## src/rtl/luma_frame_stat.sv

```systemverilog
// luma_frame_stat: per-frame luma sum/min/max/pixel/line statistics with 3-clk video pass-through.
// Optional ROI window enabled by defining LUMA_FRAME_STAT_ROI_EN.
module luma_frame_stat #(
  parameter int PIXEL_WIDTH = 8,
  parameter int COE_WIDTH   = 16,
  parameter int COE_SHIFT   = 6,
  parameter int CNT_WIDTH   = 12,
  parameter int SUM_WIDTH   = 32
) (
  input  logic                     clk,
  input  logic                     rst_n,
`ifdef LUMA_FRAME_STAT_ROI_EN
  input  logic [CNT_WIDTH-1:0]     roi_x0_i,
  input  logic [CNT_WIDTH-1:0]     roi_x1_i,
  input  logic [CNT_WIDTH-1:0]     roi_y0_i,
  input  logic [CNT_WIDTH-1:0]     roi_y1_i,
`endif
  input  logic [COE_WIDTH-1:0]     ycoe0_i,
  input  logic [COE_WIDTH-1:0]     ycoe1_i,
  input  logic [COE_WIDTH-1:0]     ycoe2_i,
  input  logic [3*PIXEL_WIDTH-1:0] di_i,
  input  logic                     de_i,
  input  logic                     hs_i,
  input  logic                     vs_i,
  output logic [3*PIXEL_WIDTH-1:0] do_o,
  output logic                     de_o,
  output logic                     hs_o,
  output logic                     vs_o,
  output logic [SUM_WIDTH-1:0]     stat_sum_o,
  output logic [PIXEL_WIDTH-1:0]   stat_min_o,
  output logic [PIXEL_WIDTH-1:0]   stat_max_o,
  output logic [2*CNT_WIDTH-1:0]   stat_pixcnt_o,
  output logic [CNT_WIDTH-1:0]     stat_linecnt_o,
  output logic                     stat_ovf_o,
  output logic                     stat_valid_o
);
  localparam int PW  = PIXEL_WIDTH;
  localparam int PRW = PW + COE_WIDTH;
  localparam int SW2 = PRW + 2;
  localparam int DW  = 3 * PW + 3;
  localparam int PCW = 2 * CNT_WIDTH;
  localparam int SW1 = SUM_WIDTH + 1;
  typedef enum logic [1:0] {S_SYNC, S_ACC, S_DONE} state_t;
  state_t               state_q, state_d;
  logic [PRW-1:0]       p_q [3];
  logic [PRW-1:0]       p_d [3];
  logic [DW-1:0]        d1_q, d1_d, d2_q, d2_d, d3_q, d3_d;
  logic [SW2-1:0]       s_q, s_d, sh;
  logic [PW-1:0]        y_q, y_d;
  logic                 de_prev_q, de_prev_d, vs_prev_q, vs_prev_d;
  logic [SUM_WIDTH-1:0] sum_acc_q, sum_acc_d, sum_b;
  logic [SW1-1:0]       sum_ext;
  logic [PW-1:0]        min_acc_q, min_acc_d, min_b, max_acc_q, max_acc_d, max_b;
  logic [PCW-1:0]       pix_acc_q, pix_acc_d, pix_b;
  logic [CNT_WIDTH-1:0] line_acc_q, line_acc_d, line_b;
  logic                 ovf_acc_q, ovf_acc_d, ovf_b;
  logic [SUM_WIDTH-1:0] stat_sum_q, stat_sum_d;
  logic [PW-1:0]        stat_min_q, stat_min_d, stat_max_q, stat_max_d;
  logic [PCW-1:0]       stat_pix_q, stat_pix_d;
  logic [CNT_WIDTH-1:0] stat_line_q, stat_line_d;
  logic                 stat_ovf_q, stat_ovf_d, stat_valid_q, stat_valid_d;
  logic                 de3, vs3, bound, de_fall, clr, on, acc, in_roi, done;
`ifdef LUMA_FRAME_STAT_ROI_EN
  logic [CNT_WIDTH-1:0] x_q, x_d, x;
`endif
  assign de3     = d3_q[3*PW];
  assign vs3     = d3_q[3*PW+2];
  assign bound   = vs3 & ~vs_prev_q;
  assign de_fall = ~de3 & de_prev_q;
  assign done    = state_q == S_DONE;
  always_comb begin
    p_d[0]  = PRW'(di_i[PW-1:0]) * PRW'(ycoe0_i);
    p_d[1]  = PRW'(di_i[2*PW-1:PW]) * PRW'(ycoe1_i);
    p_d[2]  = PRW'(di_i[3*PW-1:2*PW]) * PRW'(ycoe2_i);
    d1_d    = {vs_i, hs_i, de_i, di_i};
    d2_d    = d1_q;
    d3_d    = d2_q;
    s_d     = SW2'(p_q[0]) + SW2'(p_q[1]) + SW2'(p_q[2]);
    sh      = s_q >> COE_SHIFT;
    y_d     = (sh > SW2'((1 << PW) - 1)) ? '1 : sh[PW-1:0];
    de_prev_d = de3;
    vs_prev_d = vs3;
    // outside S_ACC the accumulators start from their cleared values
    clr     = state_q != S_ACC;
    on      = state_q != S_SYNC;
    sum_b   = clr ? '0 : sum_acc_q;
    min_b   = clr ? '1 : min_acc_q;
    max_b   = clr ? '0 : max_acc_q;
    pix_b   = clr ? '0 : pix_acc_q;
    line_b  = clr ? '0 : line_acc_q;
    ovf_b   = clr ? 1'b0 : ovf_acc_q;
`ifdef LUMA_FRAME_STAT_ROI_EN
    x       = (de3 & ~de_prev_q) ? '0 : x_q;
    x_d     = de3 ? x + CNT_WIDTH'(1) : x_q;
    in_roi  = x >= roi_x0_i && x <= roi_x1_i && line_b >= roi_y0_i && line_b <= roi_y1_i;
`else
    in_roi  = 1'b1;
`endif
    acc        = on & de3 & in_roi;
    sum_ext    = {1'b0, sum_b} + SW1'(y_q);
    sum_acc_d  = acc ? (sum_ext[SUM_WIDTH] ? '1 : sum_ext[SUM_WIDTH-1:0]) : sum_b;
    ovf_acc_d  = ovf_b | (acc & sum_ext[SUM_WIDTH]);
    min_acc_d  = acc && y_q < min_b ? y_q : min_b;
    max_acc_d  = acc && y_q > max_b ? y_q : max_b;
    pix_acc_d  = acc && ~&pix_b ? pix_b + PCW'(1) : pix_b;
    line_acc_d = on && de_fall && ~&line_b ? line_b + CNT_WIDTH'(1) : line_b;
    state_d    = state_q == S_SYNC ? (bound ? S_ACC : S_SYNC) :
                 state_q == S_ACC  ? (bound ? S_DONE : S_ACC) : S_ACC;
    stat_valid_d = done;
    stat_sum_d   = done ? sum_acc_q : stat_sum_q;
    stat_min_d   = done ? (pix_acc_q == '0 ? '0 : min_acc_q) : stat_min_q;
    stat_max_d   = done ? max_acc_q : stat_max_q;
    stat_pix_d   = done ? pix_acc_q : stat_pix_q;
    stat_line_d  = done ? line_acc_q : stat_line_q;
    stat_ovf_d   = done ? ovf_acc_q : stat_ovf_q;
  end
  always_ff @(posedge clk or negedge rst_n)
    if (!rst_n) begin
      state_q      <= S_SYNC;
      p_q          <= '{default: '0};
      d1_q         <= '0;
      d2_q         <= '0;
      d3_q         <= '0;
      s_q          <= '0;
      y_q          <= '0;
      de_prev_q    <= 1'b0;
      vs_prev_q    <= 1'b0;
      sum_acc_q    <= '0;
      min_acc_q    <= '0;
      max_acc_q    <= '0;
      pix_acc_q    <= '0;
      line_acc_q   <= '0;
      ovf_acc_q    <= 1'b0;
      stat_sum_q   <= '0;
      stat_min_q   <= '0;
      stat_max_q   <= '0;
      stat_pix_q   <= '0;
      stat_line_q  <= '0;
      stat_ovf_q   <= 1'b0;
      stat_valid_q <= 1'b0;
`ifdef LUMA_FRAME_STAT_ROI_EN
      x_q          <= '0;
`endif
    end else begin
      state_q      <= state_d;
      p_q          <= p_d;
      d1_q         <= d1_d;
      d2_q         <= d2_d;
      d3_q         <= d3_d;
      s_q          <= s_d;
      y_q          <= y_d;
      de_prev_q    <= de_prev_d;
      vs_prev_q    <= vs_prev_d;
      sum_acc_q    <= sum_acc_d;
      min_acc_q    <= min_acc_d;
      max_acc_q    <= max_acc_d;
      pix_acc_q    <= pix_acc_d;
      line_acc_q   <= line_acc_d;
      ovf_acc_q    <= ovf_acc_d;
      stat_sum_q   <= stat_sum_d;
      stat_min_q   <= stat_min_d;
      stat_max_q   <= stat_max_d;
      stat_pix_q   <= stat_pix_d;
      stat_line_q  <= stat_line_d;
      stat_ovf_q   <= stat_ovf_d;
      stat_valid_q <= stat_valid_d;
`ifdef LUMA_FRAME_STAT_ROI_EN
      x_q          <= x_d;
`endif
    end
  assign do_o           = d3_q[3*PW-1:0];
  assign de_o           = de3;
  assign hs_o           = d3_q[3*PW+1];
  assign vs_o           = vs3;
  assign stat_sum_o     = stat_sum_q;
  assign stat_min_o     = stat_min_q;
  assign stat_max_o     = stat_max_q;
  assign stat_pixcnt_o  = stat_pix_q;
  assign stat_linecnt_o = stat_line_q;
  assign stat_ovf_o     = stat_ovf_q;
  assign stat_valid_o   = stat_valid_q;
endmodule

```

## config.mk

```make
export PLATFORM = sky130hd
export DESIGN_NAME = luma_frame_stat
export DESIGN_NICKNAME = d
export VERILOG_FILES = /design/src/rtl/luma_frame_stat.sv
export SDC_FILE = /design/constraint.sdc
export NUM_CORES = 1
export LEC_CHECK = 0
export CORE_ASPECT_RATIO = 0.7
export CORE_MARGIN = 10
export CORE_UTILIZATION = 50
export CTS_CLUSTER_SIZE = 10
export DETAILED_ROUTE_END_ITERATION = 10
export MAX_ROUTING_LAYER = met4
export PLACE_DENSITY = 0.78
export SETUP_SLACK_MARGIN = 0.3
export SYNTH_ARGS = -nofsm -noshare
export SYNTH_HDL_FRONTEND = slang
export SYNTH_SLANG_ARGS = --single-unit
```

## constraint.sdc

```tcl
create_clock -name clk -period 5.2 [get_ports clk]
set_input_delay 0.78 -clock clk [delete_from_list [all_inputs] [get_ports clk]]
set_output_delay 0.78 -clock clk [all_outputs]
set_load 0.02 [all_outputs]
```

==> impl_metrics.tcl <==
set metrics [dict create \
    setup_ws_ns 0.3918 \
    worstSetupPathType "in -> reg" \
    slew_headroom_pct 20.49 \
    worstPathArrival_ns 5.29 \
    start_util_pct 50.95 \
    core-area_sq_um 51200 \
    dieHeight_um 211.1 \
    ys_ff_latch 356 \
    drive_above_1_share_pct 15.11 \
    cp.required_ns 5.68 \
    r2r_end "sum_acc_q[29]" \
    via_count 19580 \
    hold_viol 0 \
    yosysTopAreaCell "dfrtp_1" \
    critPathMaxFanout 11 \
    clk_pin_slew_ns 0.06 \
    tightestPinTransition_ns 1.191 \
    final_cells 3711 \
    grt_pass1_vias 21120 \
    rows 69 \
    ys.flop_type "dfrtp_1" \
    synthArstFlopShare_pct 100.0 \
    drv_cap 0 \
    dr.pass1.iters 5 \
    drc 0 \
    ys_seq_area_share_pct 34.15 \
    yosysWarnings 0 \
    synth.most_common_cell "nand2_1" \
    setup_viol 0 \
    root_buffer "clkbuf_16" \
    grt_setup_unrepaired "true" \
    crit_slowest_cell "fa_1" \
    synth_edf_count 0 \
    cp-end-kind "flop" \
    numCtsBuffers 42 \
    dpl.hpwl_um 48280 \
    syn-instance-count 2598 \
    outcome "finished clean" \
    clk_path_buf_depth 3 \
    ir_worst_vdd_mv 0.4112 \
    synthesis.area_sq_um 26090 \
    hp-class "in -> async" \
    synthDistinctLibCells 71 \
    leakage_nw 15.93 \
    drtAntennaViolNets 0 \
    nets 3563 \
    cts_hold_buf 0 \
    finalPower_mw 17.32 \
    slowest_delay_ns 0.56 \
    syn_nets 3131 \
    start_kind "input pin" \
    track_usage_pct 21.38 \
    skew_ns 0.01781 \
    clock_latency_ns 0.57 \
    period_share_pct 92.47 \
    drv_slew 0 \
    pre_cts_ws_ns -0.6164 \
    cts_max_level 2 \
    cts_sinks 356 \
    yosysTopAreaCellShare_pct 34.15 \
    detail_route.wl_per_cell_um 17.09 \
    antenna_found_initial 0 \
    ff2ff_path_depth 14 \
    grt_max_degree 125 \
    diodes 0 \
    io_pins 190 \
    powerDensity_nw_per_um2 534.8 \
    cts_tree "built" \
    fin_crit_ns 4.808 \
    viasPerCell 5.276 \
    dp_cells 3627 \
    grt_overflow_total 0 \
    portBuffers 189 \
    syn2layout_area_growth_pct 24.18 \
    grt_pass1_wl_um 106300 \
    synth.area.top_cells "dfrtp_1, fa_1, ha_1" \
    critPathMostFrequentCell "fa_1" \
    fillers 4023 \
    synth.avg_cell_area_sq_um 10.04 \
    worstPathCellList "clkdlybuf4s50_1, buf_6, and2_1, fa_1, fa_1, fa_1, inv_1, fa_1, inv_1, ha_1, a21o_1, a21o_1, a21o_4, nor3_2, nand3_2, a31o_2, a21oi_2, xnor2_1" \
    gp_congestion 0.8820 \
    regToRegSetupSlack_ns 0.92 \
    ys_top_cells_by_count "nand2_1, dfrtp_1, and2_1, inv_1, fa_1" \
    die_x_um 293 \
    wl_um 63440 \
    fmax_mhz 208.0 \
    drtIter0Drc 1105 \
    reg2reg_from "state_q[0]" \
    die_area_sq_um 61850 \
]
-- layout make-up --
class,count,area (sq um),area share (%)
Multi-Input combinational cell,1859,16340,50.43
Sequential cell,356,8909,27.50
Timing Repair Buffer,450,3934,12.14
Inverter,321,1205,3.720
Clock buffer,45,1072,3.310
Tap cell,674,843.3,2.603
Clock inverter,6,95.09,0.2935
-- where the power goes --
part	switching [mW]	leakage [nW]	internal, mW
sequential	0.417	4.44	3.44
clock	1.13	0.572	1.51
combinational	5.63	10.9	5.20
-- worst max path at each step --
stage | end | depth (start not counted) | slack, ns | startpoint
after floorplan | p_q[63] | 17 | 0.30 | di_i[3]
after global placement | p_q[45] | 18 | -0.54 | di_i[14]
after detailed placement | p_q[45] | 17 | -0.62 | di_i[15]
after CTS | p_q[69] | 19 | 0.26 | di_i[5]
after global routing | p_q[68] | 18 | 0.26 | di_i[6]
final | p_q[68] | 18 | 0.39 | di_i[5]
-- routing by layer --
| layer | part of all wire [%] | vias up | GRT usage (%) |
|---|---|---|---|
| li1 | - | 9106 | - |
| met1 | 44 | 9917 | 27.18 |
| met2 | 49 | 444 | 35.29 |
| met3 | 4.8 | 113 | 3.213 |
| met4 | 2.5 | 0 | 6.209 |
| met5 | 0 | - | - |
-- repair_timing --
item                                    in CTS  in global routing
pin swaps                                   35                113
endpoints found under the setup margin      19                 24
cloned                                       5                  1
buffers inserted                            14                 13
resized for setup                           70                134
-- state kept, by name (all words and copies together), names as in the netlist, 2 cells and up --
register and cells:
line_acc_q 12, p_q 72, sum_acc_q 32, stat_max_o 8, state_q 2, pix_acc_q 24
max_acc_q 8, stat_linecnt_o 12, stat_min_o 8, min_acc_q 8, d3_q 27, d2_q 27
y_q 8, s_q 20, stat_sum_o 32, d1_q 27, stat_pixcnt_o 24
-- cells in the final DEF (no fill, tap or decap), types with 7 or more instances in the layout --
master,synthesis,layout
nand3_1,37,34
nand2_1,401,393
a22o_1,8,8
dfrtp_1,356,356
o21ai_1,1,7
or2_2,11,11
dlygate4sd2_1,0,15
a21o_1,34,33
and4_1,9,8
xor2_1,44,44
dlymetal6s2s_1,0,15
nand4_1,23,23
a21oi_1,67,57
clkdlybuf4s50_1,0,142
nand2b_1,11,9
nor2b_1,14,13
mux2i_1,9,9
ha_4,0,16
o21ai_0,63,51
nor2_1,101,99
inv_1,320,308
a21oi_2,3,12
o21a_1,17,17
ha_1,180,160
fa_1,276,266
clkbuf_2,1,13
o211ai_1,8,8
nand2_2,0,7
fa_2,0,10
buf_6,0,17
or3_1,7,7
buf_4,0,239
nor4_1,15,13
xnor2_1,72,72
nor3_1,29,24
inv_2,1,13
and2_1,331,325
clkbuf_16,0,42
and3_1,13,13
-- cells by family after synthesis --
| family | share of synthesized area (%) |
|---|---|
| flops | 34.15 |
| xor+xnor | 3.895 |
| mux | 0.5180 |
| simple gates | 19.32 |
| compound gates | 6.768 |
| buf+inv | 5.535 |
| fa+ha+maj | 29.82 |
-- through the flow --
step / area [sq um] / utilization [%] / hold slack (ns) / setup TNS, ns
5_1_grt: 32390 / 63.27 / 0.3489 / 0
6_report: 32390 / 63.27 / 0.3056 / 0
3_3_place_gp: 30530 / 59.63 / 0.3315 / -7.488
2_1_floorplan: 26340 / - / 0.3312 / 0
3_5_place_dp: 30530 / 59.63 / 0.3347 / -9.732
4_1_cts: 31980 / 62.46 / 0.3320 / 0
-- critical path, delay by kind of cell --
| family | cells | cell delay, ns |
|---|---|---|
| xor gates and xnor gates | 1 | 0.14 |
| and+or+nand+nor | 3 | 0.42 |
| AOI/OAI and AO/OA | 5 | 1.00 |
| adders and majority gates | 5 | 2.27 |
| buffers and inverters | 4 | 0.66 |
No activity file was read; power rests on OpenSTA's default activity.
